[src/rtl/sram_like_arbiter_pkg.sv]
// Shared types and constants for the IF/MEM sram-like port arbiter.
// Source tags match mycpu.h: SRC_INST=0, SRC_DATA=1.
package sram_like_arbiter_pkg;

   localparam int DATA_W = 32;
   localparam int ADDR_W = 32;

   localparam logic [1:0] SZ_B = 2'd0;
   localparam logic [1:0] SZ_H = 2'd1;
   localparam logic [1:0] SZ_W = 2'd2;

   typedef enum logic {
      SRC_INST = 1'b0,
      SRC_DATA = 1'b1
   } src_e;

   typedef struct packed {
      logic              req;
      logic              wr;
      logic [1:0]        size;
      logic [ADDR_W-1:0] addr;
      logic [DATA_W-1:0] wdata;
   } sram_req_t;

endpackage

[src/rtl/sram_like_arbiter_req_src_fifo.sv]
// In-order record of which requester owns each accepted, not-yet-returned request.
// Pointers wrap naturally because DEPTH is a power of two.
module req_src_fifo
   import sram_like_arbiter_pkg::*;
#(
   parameter  int DEPTH = 4,
   localparam int PTR_W = $clog2(DEPTH),
   localparam int CNT_W = $clog2(DEPTH) + 1
) (
   input  logic             clk,
   input  logic             resetn,
   input  logic             push,
   input  src_e             push_src,
   input  logic             pop,
   output src_e             head_src,
   output logic [CNT_W-1:0] count
);

   src_e             src_mem [DEPTH];
   logic [PTR_W-1:0] wr_ptr;
   logic [PTR_W-1:0] rd_ptr;

   always_ff @(posedge clk or negedge resetn) begin
      if (!resetn) begin
         wr_ptr <= '0;
         rd_ptr <= '0;
         count  <= '0;
      end else begin
         if (push) wr_ptr <= wr_ptr + PTR_W'(1);
         if (pop)  rd_ptr <= rd_ptr + PTR_W'(1);
         case ({push, pop})
            2'b10:   count <= count + CNT_W'(1);
            2'b01:   count <= count - CNT_W'(1);
            default: count <= count;
         endcase
      end
   end

   // Storage carries no reset; stale entries are unreachable once count is cleared.
   always_ff @(posedge clk) begin
      if (push) src_mem[wr_ptr] <= push_src;
   end

   assign head_src = src_mem[rd_ptr];

endmodule

[src/rtl/sram_like_arbiter.sv]
// Shares one sram-like port between IF (inst) and MEM (data) requesters:
// grant lock until addr_ok, starvation guard for inst, in-order response routing.
module sram_like_arbiter
   import sram_like_arbiter_pkg::*;
#(
   parameter int OUTSTANDING  = 4,
   parameter int STARVE_LIMIT = 8
) (
   input  logic              clk,
   input  logic              resetn,

   input  logic              inst_req,
   input  logic              inst_wr,
   input  logic [1:0]        inst_size,
   input  logic [ADDR_W-1:0] inst_addr,
   input  logic [DATA_W-1:0] inst_wdata,
   output logic              inst_addr_ok,
   output logic              inst_data_ok,
   output logic [DATA_W-1:0] inst_rdata,

   input  logic              data_req,
   input  logic              data_wr,
   input  logic [1:0]        data_size,
   input  logic [ADDR_W-1:0] data_addr,
   input  logic [DATA_W-1:0] data_wdata,
   output logic              data_addr_ok,
   output logic              data_data_ok,
   output logic [DATA_W-1:0] data_rdata,

   output logic              mem_req,
   output logic              mem_wr,
   output logic [1:0]        mem_size,
   output logic [ADDR_W-1:0] mem_addr,
   output logic [DATA_W-1:0] mem_wdata,
   input  logic              mem_addr_ok,
   input  logic              mem_data_ok,
   input  logic [DATA_W-1:0] mem_rdata,

   output logic              err_stray
);

   localparam int CNT_W = $clog2(OUTSTANDING) + 1;
   localparam int STV_W = $clog2(STARVE_LIMIT + 1);

   sram_req_t        inst_side;
   sram_req_t        data_side;
   sram_req_t        win_side;
   src_e             winner;
   src_e             lock_src;
   src_e             head_src;
   logic             locked;
   logic             full;
   logic             accept;
   logic             pop;
   logic [CNT_W-1:0] count;
   logic [STV_W-1:0] starve_cnt;

   assign inst_side = '{inst_req, inst_wr, inst_size, inst_addr, inst_wdata};
   assign data_side = '{data_req, data_wr, data_size, data_addr, data_wdata};

   // Data wins contention unless inst has been passed over STARVE_LIMIT times in a row.
   always_comb begin
      winner = SRC_DATA;
      if (locked)
         winner = lock_src;
      else if (inst_req && !data_req)
         winner = SRC_INST;
      else if (inst_req && data_req && (starve_cnt == STV_W'(STARVE_LIMIT)))
         winner = SRC_INST;
   end

   assign win_side = (winner == SRC_INST) ? inst_side : data_side;

   // Registered count only: a same-cycle return does not open a slot.
   assign full = (count == CNT_W'(OUTSTANDING));

   assign mem_req   = win_side.req & ~full;
   assign mem_wr    = win_side.wr;
   assign mem_size  = win_side.size;
   assign mem_addr  = win_side.addr;
   assign mem_wdata = win_side.wdata;

   assign accept       = mem_req & mem_addr_ok;
   assign inst_addr_ok = accept & (winner == SRC_INST);
   assign data_addr_ok = accept & (winner == SRC_DATA);

   assign pop          = mem_data_ok & (count != '0);
   assign inst_data_ok = pop & (head_src == SRC_INST);
   assign data_data_ok = pop & (head_src == SRC_DATA);
   assign inst_rdata   = mem_rdata;
   assign data_rdata   = mem_rdata;

   req_src_fifo #(
      .DEPTH (OUTSTANDING)
   ) u_src_fifo (
      .clk      (clk),
      .resetn   (resetn),
      .push     (accept),
      .push_src (winner),
      .pop      (pop),
      .head_src (head_src),
      .count    (count)
   );

   // A presented but unaccepted request pins the grant to its side.
   always_ff @(posedge clk or negedge resetn) begin
      if (!resetn) begin
         locked   <= 1'b0;
         lock_src <= SRC_INST;
      end else if (mem_req && !mem_addr_ok) begin
         locked   <= 1'b1;
         lock_src <= winner;
      end else if (accept) begin
         locked   <= 1'b0;
      end
   end

   always_ff @(posedge clk or negedge resetn) begin
      if (!resetn) begin
         starve_cnt <= '0;
      end else if (inst_addr_ok) begin
         starve_cnt <= '0;
      end else if (data_addr_ok) begin
         if (!inst_req)
            starve_cnt <= '0;
         else if (starve_cnt != STV_W'(STARVE_LIMIT))
            starve_cnt <= starve_cnt + STV_W'(1);
      end
   end

   always_ff @(posedge clk or negedge resetn) begin
      if (!resetn)
         err_stray <= 1'b0;
      else if (mem_data_ok && (count == '0))
         err_stray <= 1'b1;
   end

endmodule

[config.mk]
export PLATFORM = sky130hd
export DESIGN_NAME = sram_like_arbiter
export DESIGN_NICKNAME = d
export VERILOG_FILES = /design/src/rtl/sram_like_arbiter_pkg.sv /design/src/rtl/sram_like_arbiter_req_src_fifo.sv /design/src/rtl/sram_like_arbiter.sv
export SDC_FILE = /design/constraint.sdc
export NUM_CORES = 1
export LEC_CHECK = 0
export BUFFER_PORTS_ARGS = -buffer_cell sky130_fd_sc_hd__buf_2
export CAP_MARGIN = 20
export CORE_AREA = 2 2 120 122
export CTS_BUF_LIST = sky130_fd_sc_hd__clkbuf_2 sky130_fd_sc_hd__clkbuf_4 sky130_fd_sc_hd__clkbuf_8
export DETAILED_ROUTE_END_ITERATION = 12
export DIE_AREA = 0 0 122 124
export PLACE_DENSITY = 0.48
export SYNTH_ARGS = -nofsm -noshare
export SYNTH_HDL_FRONTEND = slang
export SYNTH_SLANG_ARGS = --single-unit
[constraint.sdc]
create_clock -name clk -period 2.4 [get_ports clk]
set_clock_uncertainty 0.05 [all_clocks]
set_input_delay 0.24 -clock clk [delete_from_list [all_inputs] [get_ports clk]]
set_output_delay 0.24 -clock clk [all_outputs]
set_load 0.01 [all_outputs]
After elaboration in Yosys (flattened, before gate mapping)
Memory sizes are Yosys's and may differ from the RTL's.
Cells that the tools add are included.
- flip-flop bits (word level): 14
- RAM bits: 4
- bits of input ports: 172
- output and inout port bits: 137
- word-level logic and storage cells: 55
- memories: 1
- $add $sub $neg: 5
- equal/unequal tests: 6
- mux-type cells: 13
- bitwise gates (word level): 10
- reductions and logical operators: 13
- memory list (name ; depth ; width ; rd ports ; clocked after Yosys merged registers in ; write ports ; RTL line ; text):
    u_src_fifo.src_mem ; 4 ; 1 ; 1 ; 0 ; 1 ; sram_like_arbiter_req_src_fifo.sv:19 ; src_e src_mem [DEPTH];
- operators with widths (kind ; number):
    68-bit 2-to-1 mux ; 1
    4-bit 2-to-1 mux ; 4
    1-bit AND ; 7
    1-bit 2-to-1 mux ; 7
    3-bit one-hot mux with 2 select lines ; 1
    2-bit nonzero test ; 3
    1-bit logical AND ; 5
    2-bit by 1-bit adder with 2-bit output (second input constant) ; 2
    4-bit by 1-bit adder with 4-bit output (second input constant) ; 1
    4-bit equality test (second input constant) ; 1
    4-bit inequality test (second input constant) ; 1
    3-bit by 1-bit adder with 3-bit output (second input constant) ; 1
    3-bit equality test (second input constant) ; 1
    3-bit logical NOT ; 1
    3-bit by 1-bit inequality test with 1-bit output (second input constant) ; 1
    1-bit inverter ; 3
    3-bit nonzero test ; 1
    3-bit by 1-bit subtractor with 3-bit output (second input constant) ; 1
    2-bit by 1-bit equality test with 1-bit output (second input constant) ; 1
    2-bit equality test (second input constant) ; 1
    1-bit logical NOT ; 2
    2-bit AND reduction ; 1

Logic depth before layout (Yosys ltp)
Gate-level depths: netlist of run 1.
- word-level depth: 11
- mapped depth: 11
- gate-level depth less buffers: 10

Modules after synthesis
A second synthesis of run 1 with hierarchy kept.
- cell total of the unflattened synthesis: 231
- area total of the unflattened synthesis: 2561.2 um^2
- modules (own cells, without submodules) (module ; times used ; cells an instance ; area an instance (um^2) ; sequential area each (um^2)):
    sram_like_arbiter ; 1 ; 191 ; 2035.7 ; 175.2
    req_src_fifo ; 1 ; 40 ; 525.5 ; 295.3

Least setup slack after synthesis of run 1
Ideal clock, no wire load.
- path type: register to register
- from: reg lock_src
- to: reg u_src_fifo.count[2]
- library setup time: 79 ps
- arrival time: 2090 ps
- data required time: 2271 ps
- slack: 181 ps
- stages on the path, launching flop included: 12
- buffers on the path: 1
- clock period less this slack: 2219 ps
- path through: dfrtp_1 -> nand2b_2 -> a21o_1 -> and3_1 -> buf_6 -> inv_4 -> ha_1 -> inv_1 -> fa_1 -> xor2_1 -> nor2_1 -> xor2_1
- longest elaborated chain between the ends: 6
- elaborated cells on any way between the ends: 8
- those cells by class: eq/ne (2); mux (3); bitwise (2); reduce/logical (1)
- RTL lines (what ; RTL line ; text):
    start, declared ; sram_like_arbiter.sv:49 ; src_e lock_src;
    start signal, assigned ; sram_like_arbiter.sv:112 ; lock_src <= winner;
    1-bit 2-to-1 mux (*) ; sram_like_arbiter.sv:64 ; if (locked)
    68-bit 2-to-1 mux (*) ; sram_like_arbiter.sv:72 ; assign win_side = (winner == SRC_INST) ? inst_side : data_side;
    1-bit AND (*) ; sram_like_arbiter.sv:77 ; assign mem_req = win_side.req & ~full;
    1-bit AND (*) ; sram_like_arbiter.sv:83 ; assign accept = mem_req & mem_addr_ok;
    2-bit by 1-bit equality test with 1-bit output / 2-bit equality test (equally long branches) ; sram_like_arbiter_req_src_fifo.sv:31 ; case ({push, pop})
    3-bit one-hot mux with 2 select lines / 2-bit nonzero test (equally long branches) ; n/a ;
    end signal, assigned ; sram_like_arbiter_req_src_fifo.sv:32 ; 2'b10: count <= count + CNT_W'(1);
    end signal, assigned ; sram_like_arbiter_req_src_fifo.sv:33 ; 2'b01: count <= count - CNT_W'(1);
    end signal, assigned ; sram_like_arbiter_req_src_fifo.sv:34 ; default: count <= count;
    end, declared ; sram_like_arbiter_req_src_fifo.sv:16 ; output logic [CNT_W-1:0] count
Every way passes the cells marked *; elsewhere a longest branch is shown, timed or not.
A chain may end at the register's enable or synchronous reset.

Final worst setup path of run 1
- from: reg starve_cnt[1]
- to: out mem_addr[8]
- longest elaborated chain between the ends: 6
- RTL lines (what ; RTL line ; text):
    start, declared ; sram_like_arbiter.sv:56 ; logic [STV_W-1:0] starve_cnt;
    start signal, assigned ; sram_like_arbiter.sv:127 ; starve_cnt <= starve_cnt + STV_W'(1);
    4-bit equality test ; sram_like_arbiter.sv:68 ; else if (inst_req && data_req && (starve_cnt == STV_W'(STARVE_LIMIT)))
    1-bit logical AND ; sram_like_arbiter.sv:68 ;
    1-bit 2-to-1 mux ; sram_like_arbiter.sv:68 ;
    1-bit 2-to-1 mux ; sram_like_arbiter.sv:66 ; else if (inst_req && !data_req)
    1-bit 2-to-1 mux ; sram_like_arbiter.sv:64 ;
    68-bit 2-to-1 mux ; sram_like_arbiter.sv:72 ;
    end, declared ; sram_like_arbiter.sv:33 ; output logic [ADDR_W-1:0] mem_addr,
Every way passes these cells.

==> qor.txt, run 1 <==
Top FF cell, synth: dfrtp_1
Share of layout cells above drive strength 1: 78.1%
Synthesized Nets: 415
Worst hold path type: in -> reg
Drt via density: 4.21
Io pins: 309
Initial antenna violation count: 1
Post-synth EDFFs: 4
Worst path required time: 2.11 ns
Yosys top cell by area: mux2_2
Row count: 43
DRT iter0 DRCs: 93
M3 GR Usage: 5.36%
Antenna viol nets, final: 0
Worst hold slack: 0.156 ns
Placed cell areas: 3150 sq um
CTS sink cnt: 18
Design Area, Final: 4150 sq um
Placer Congestion: 0.768
Multiplexer share of the synthesized area: 34.4%
Root Buffer: clkbuf_8
Vias in the first global route: 2179
Post-Synth Adder-Cell Area: 4.50%
Area Overhead vs Synth: 73.6%
Final setup violation count: 0
Relative slew slack: 66.1%
Synth unique cells: 38
GRT Overall Usage: 12.4%
Final Hold Fails: 0
Leak: 2.22 nW
Chip height: 124 um
Synth top area cells: mux2_2 (30%), buf_4 (21%), dfrtp_1 (15%)
Synthesized area per cell: 10.2 sq um
Crit-path max FO: 7
Net Sw Frac: 38.9%
Crit. End Element: output pin
Share of flip-flops with an asynchronous set or reset: 77.8%
Synth Warn #: 0
HP Start: mem_data_ok
GR Util met2: 19.8%
PwrDens: 985 nW/um^2
Initial core utilization: 17.4%
DIE AREA: 15100 sq um
GRT met1 Usage: 15.4%
Post-route clock period utilization: 97.8%
H-tree lvl count: 1
Clock Power Share: 5.3%
Drt first pass iters: 4
Synth Instances: 235
TritonCTS clock tree: built
Grt total ovfl: 0
Max Freq: 0.426 GHz
Combinational group share of total power: 81.6%
DP HPWL: 9060 um
Largest net degree at the start of global routing: 27
Clk slew on worst S/H paths: 0.07 ns
Die X: 122 um
Filler instances: 1434
Power Internal: 2.50 mW
CTS Buf Count: 3
Core area: 13700 sq um
CP Class: reg -> out
First-pass GRT wire length: 13600 um
# Max-Cap Violations: 0
Finished Layout Cells: 579
Port Buffers: 212
Crit path time final: 2.35 ns
Data arrival time of the critical path: 2.06 ns
RR Startpoint: lock_src$_DFFE_PN0P_
Peak VDD IR: 0.000398 V
Seq pwr share: 13.1%
Avg WL per Cell: 21.5 um
GR peak layer: met2
Least-Margin Pin Slew: 0.507 ns
NetSw: 1.59 mW
Placed Instances: 558
Outcome: finished clean
Synth Area in Simple Gates: 7.06%
Fin. max-slew vios: 0
Yosys top cell area share: 29.7%
RSZ-0062 raised after global routing: yes
Final TNS setup: 0 ns
Startpoint Class: register
Critical Path Source: starve_cnt[1]$_DFFE_PN0P_
Vias: 2436
#FFs+latches synth: 18
Post-Route WL: 12400 um
Netlist Area Pre-Place: 2390 sq um
Clock Latency Late Sink: 0.25 ns
Final net count: 579
Sequential area share after synthesis: 19.7%
Maximum clock path buffer count: 2
Main combinational cell family by area after synthesis: multiplexers
Synth Area in XOR/XNOR: 2.20%
Compound-gate portion of the synthesized area: 6.96%
Drt drc: 0
## metal layers
| layer | share of wire, % | vias up | wire [um] |
|---|---|---|---|
| met1 | 40 | 1162 | 5010 |
| li1 | - | 1087 | - |
| met2 | 49 | 173 | 6030 |
| met4 | 1.0 | 0 | 129 |
| met5 | 0 | - | 0 |
| met3 | 10 | 14 | 1260 |
## cells in the mapped netlist (2+ instances only)
| master | number |
|---|---|
| nand2_1 | 6 |
| mux2_4 | 6 |
| o21ai_0 | 2 |
| o2bb2ai_1 | 2 |
| o31ai_1 | 2 |
| mux2_2 | 63 |
| o2111ai_1 | 3 |
| nor3_1 | 2 |
| buf_4 | 67 |
| ha_1 | 7 |
| edfxtp_1 | 4 |
| dfrtp_1 | 14 |
| xnor2_1 | 4 |
| o41ai_1 | 2 |
| a21o_1 | 2 |
| xor2_1 | 2 |
| nor2_1 | 7 |
| and3_1 | 2 |
| inv_1 | 10 |
| and2_1 | 6 |
| buf_6 | 5 |
## stage by stage
stage          total power, mW  utilization [%]  worst slack (ns)
3_3_place_gp              2.56             23.0             0.158
6_report                  4.09             30.3            0.0532
5_1_grt                   4.33             30.3           -0.0580
4_1_cts                   3.03             24.1          0.000160
2_1_floorplan             2.00                -             0.181
3_5_place_dp              2.59             23.0             0.107
## layout by cell type, fill, tap and decap left out, types with 5 or more instances in the layout
cell / instances
mux2_4: 65
nor2_1: 7
buf_2: 146
nand2_1: 5
inv_1: 10
buf_4: 5
buf_6: 67
ha_1: 5
and2_1: 6
clkbuf_16: 6
dfrtp_1: 14
## power by group through the flow
stage | Sequential (mW) | Clock, mW | Combinational (mW)
after floorplan | 0.528 | 0 | 1.48
after global placement | 0.547 | 0 | 2.01
after detailed placement | 0.553 | 0 | 2.04
after CTS | 0.537 | 0.224 | 2.27
after global routing | 0.556 | 0.242 | 3.53
final | 0.537 | 0.215 | 3.34
## sequential cells by signal, summed over array words and instances, names as in the netlist
signal	cells
lock_src	1
starve_cnt	4
u_src_fifo.wr_ptr	2
u_src_fifo.src_mem	4
locked	1
err_stray	1
u_src_fifo.rd_ptr	2
u_src_fifo.count	3
## path summary, 6_finish.rpt
kind	cells past startpoint	slack, ns	end
worst max register to register	10	0.16	u_src_fifo.count[2]$_DFFE_PN0P_
worst max-delay path	9	0.05	mem_addr[8]
worst min-delay path	2	0.16	err_stray$_DFFE_PN0P_
min in group asynchronous	2	0.37	u_src_fifo.wr_ptr[1]$_DFFE_PN0P_
max in group asynchronous	2	1.67	starve_cnt[0]$_DFFE_PN0P_
worst min register to register	1	0.41	err_stray$_DFFE_PN0P_
## logic make-up (layout without fill, tap and decap cells)
logic type / after synthesis / in the layout
other: 0 / 1
DFF: 18 / 18
xor gates and xnor gates: 6 / 6
buffers and inverters: 83 / 246
adders and majority gates: 8 / 8
and+or+nand+nor: 31 / 31
muxes: 70 / 70
AOI/OAI and AO/OA: 19 / 19
## timing repair
action	CTS	global route
hold buffers	1	0
cloned	2	7
resized for setup	7	148
hold endpoints to repair	14	0
pin swaps	1	4
setup endpoints to repair	67	68
buffers inserted	4	2
## cell type report
class	count	area (sq um)	area share [%]
clock buffer	3	41.3	0.995
sequential	18	470	11.3
multi-input combinational	134	1550	37.4
timing repair buffer	231	1810	43.7
antenna	1	2.50	0.0603
inverter	11	43.8	1.05
tap	180	225	5.42
clock inverter	1	3.75	0.0904
## critical path, cell delays in order, from the launching register on
cell and delay [ns]:
dfrtp_1 0.35, inv_1 0.05, ha_2 0.18, nand3b_1 0.11
nand2_2 0.07, a31oi_4 0.22, buf_12 0.18, clkbuf_16 0.18
mux2_4 0.32, buf_6 0.12
No activity file was read; power rests on OpenSTA's default activity.
==> inputs of run 2 (changes only) <==
clock period = 2.5 ns   (was 2.4 ns; I/O delays follow)
==> run 2 against run 1 <==
Against the previous run:
- die area stayed put
- critical path type unchanged
- core utilization is 1.8 points lower
- via count is 2.5% lower
- setup slack worse by 0.0082 ns
- sequential share of layout area is 0.70 points higher
- critical path depth is 1 higher
- count of clock-buffer cells in the layout stayed put
- first-iteration DRC count is 49% lower
- non-clock buffer count is 4 higher
- combinational power is 13% lower
- largest cell class unchanged
- wire length is 7.3% lower
- highest routed layer unchanged
==> qor.txt, run 2 (synthesis results as in run 1) <==
HP Start: mem_data_ok
Max Freq: 0.407 GHz
Most common cell after layout, fill and taps aside: buf_2
Antenna viol nets, final: 0
Leak: 2.06 nW
Hold endpoint: err_stray$_DFFE_PN0P_
Final Hold Fails: 0
TritonCTS clock tree: built
Drt drc: 0
Io pins: 309
Row count: 43
Grt total ovfl: 0
Vias in the first global route: 2219
Final Util: 28.5%
CP Class: reg -> out
Reg2reg path depth: 10
Crit. End Element: output pin
CTS Buf Count: 3
Top flop regs: starve_cnt: 4 flops, u_src_fifo.src_mem: 4 flops, u_src_fifo.count: 3 flops
Share of layout cells above drive strength 1: 78.1%
Design Area, Final: 3910 sq um
Met2 Routed Length: 5680 um
Total design power: 3.64 mW
Core area: 13700 sq um
Crit path time final: 2.45 ns
Initial core utilization: 17.4%
Post-route clock period utilization: 98.2%
Reg-to-Reg End: u_src_fifo.count[2]$_DFFE_PN0P_
Largest net degree at the start of global routing: 29
DP HPWL: 8730 um
Drt first pass iters: 4
H-tree lvl count: 1
GRT Overall Usage: 11.6%
Maximum clock path buffer count: 2
Peak VDD IR: 0.000517 V
Top sig layer: met4
Vias: 2376
Final net count: 583
Area of the multi-input gates: 1450 sq um
Crit-path max FO: 6
PwrDens: 930 nW/um^2
RSZ-0062 raised after global routing: yes
Chip height: 124 um
Worst hold slack: 0.161 ns
Post-Route WL: 11500 um
Outcome: finished clean
DRT iter0 DRCs: 47
Drt via density: 4.08
Relative slew slack: 70.1%
Reg2Reg Setup Slack: 0.13 ns
Placed cell areas: 3150 sq um
Clk slew on worst S/H paths: 0.07 ns
Die X: 122 um
Initial antenna violation count: 0
Root Buffer: clkbuf_8
Fin. max-slew vios: 0
Placer Congestion: 0.707
Worst path required time: 2.20 ns
Worst hold path depth: 2
Worst hold path type: in -> reg
FF+latch area: 470 sq um
Final TNS setup: 0 ns
# Max-Cap Violations: 0
WL met1: 4380 um
Avg WL per Cell: 19.8 um
CTS sink cnt: 18
RR Startpoint: lock_src$_DFFE_PN0P_
Data arrival time of the critical path: 2.15 ns
Least-Margin Pin Slew: 0.449 ns
Final setup violation count: 0
Filler instances: 1445
Area Overhead vs Synth: 63.5%
DIE AREA: 15100 sq um
Clock Latency Late Sink: 0.25 ns
Commonest cells after routing, fill and taps aside: buf_2 (168), buf_6 (50), mux2_4 (40)
DR WL met3: 1390 um
Port Buffers: 212
Antenna cells: 0
First-pass GRT wire length: 12900 um
Startpoint Class: register
==> run 2: changes by cell type in the layout (fill, tap and decap cells not counted), moves of 2 or more <==
cell	delta
buf_6	-17
buf_2	+22
mux2_2	+25
mux2_4	-25
buf_16	-2
==> run 2: worst max path at each step <==
stage                                    from  cells past startpoint  slack [ns]                               to
finish              starve_cnt[1]$_DFFE_PN0P_                     10        0.05                      mem_addr[8]
global route        starve_cnt[1]$_DFFE_PN0P_                     10       -0.06                    mem_wdata[19]
CTS                 starve_cnt[1]$_DFFE_PN0P_                      9        0.02                      mem_addr[1]
detailed placement       lock_src$_DFFE_PN0P_                     10         0.1  u_src_fifo.count[2]$_DFFE_PN0P_
global placement         lock_src$_DFFE_PN0P_                     10        0.19  u_src_fifo.count[2]$_DFFE_PN0P_
floorplan                lock_src$_DFFE_PN0P_                     11        0.28  u_src_fifo.count[2]$_DFFE_PN0P_
==> run 2: what timing repair did <==
item	in CTS	in global routing
endpoints found under the setup margin	26	58
gates resized for setup	3	99
hold buffers	1	0
endpoints found under the hold margin	14	0
pin swaps	1	2
setup buffers	2	11
cloned	1	7
==> run 2: routing by layer <==
layer	up-vias	global-route usage [%]
met5	-	0
met4	0	1.87
met3	8	6.09
li1	1089	-
met2	162	19.5
met1	1117	13.4
==> run 2: metrics by stage <==
step,std cells,setup slack [ns]
3_5_place_dp,557,0.0991
6_report,582,0.0451
2_1_floorplan,235,0.281
5_1_grt,582,-0.0634
3_3_place_gp,557,0.191
4_1_cts,565,0.0188
==> run 2: cell type report <==
cell class | count | share of cell area [%]
timing repair buffer | 235 | 42.8
multi-input combinational | 134 | 37.1
sequential | 18 | 12.0
tap | 180 | 5.76
inverter | 11 | 1.12
clock buffer | 3 | 1.06
clock inverter | 1 | 0.0960
==> run 2: critical path, cell delays in order, from the launching register on <==
cell       delay (ns)
dfrtp_1          0.39
inv_1            0.06
ha_2             0.17
nand3b_1         0.11
nand2_2          0.07
a31oi_4          0.23
buf_6            0.14
buf_6            0.11
clkbuf_16        0.15
mux2_2           0.35
buf_6            0.13
==> run 2: power by group <==
part	leakage, nW	switching (mW)	internal (mW)	total [mW]
combinational	1.83	1.25	1.66	2.91
clock	0.0231	0.0926	0.109	0.202
sequential	0.202	0.104	0.418	0.521
total	2.06	1.45	2.19	3.64
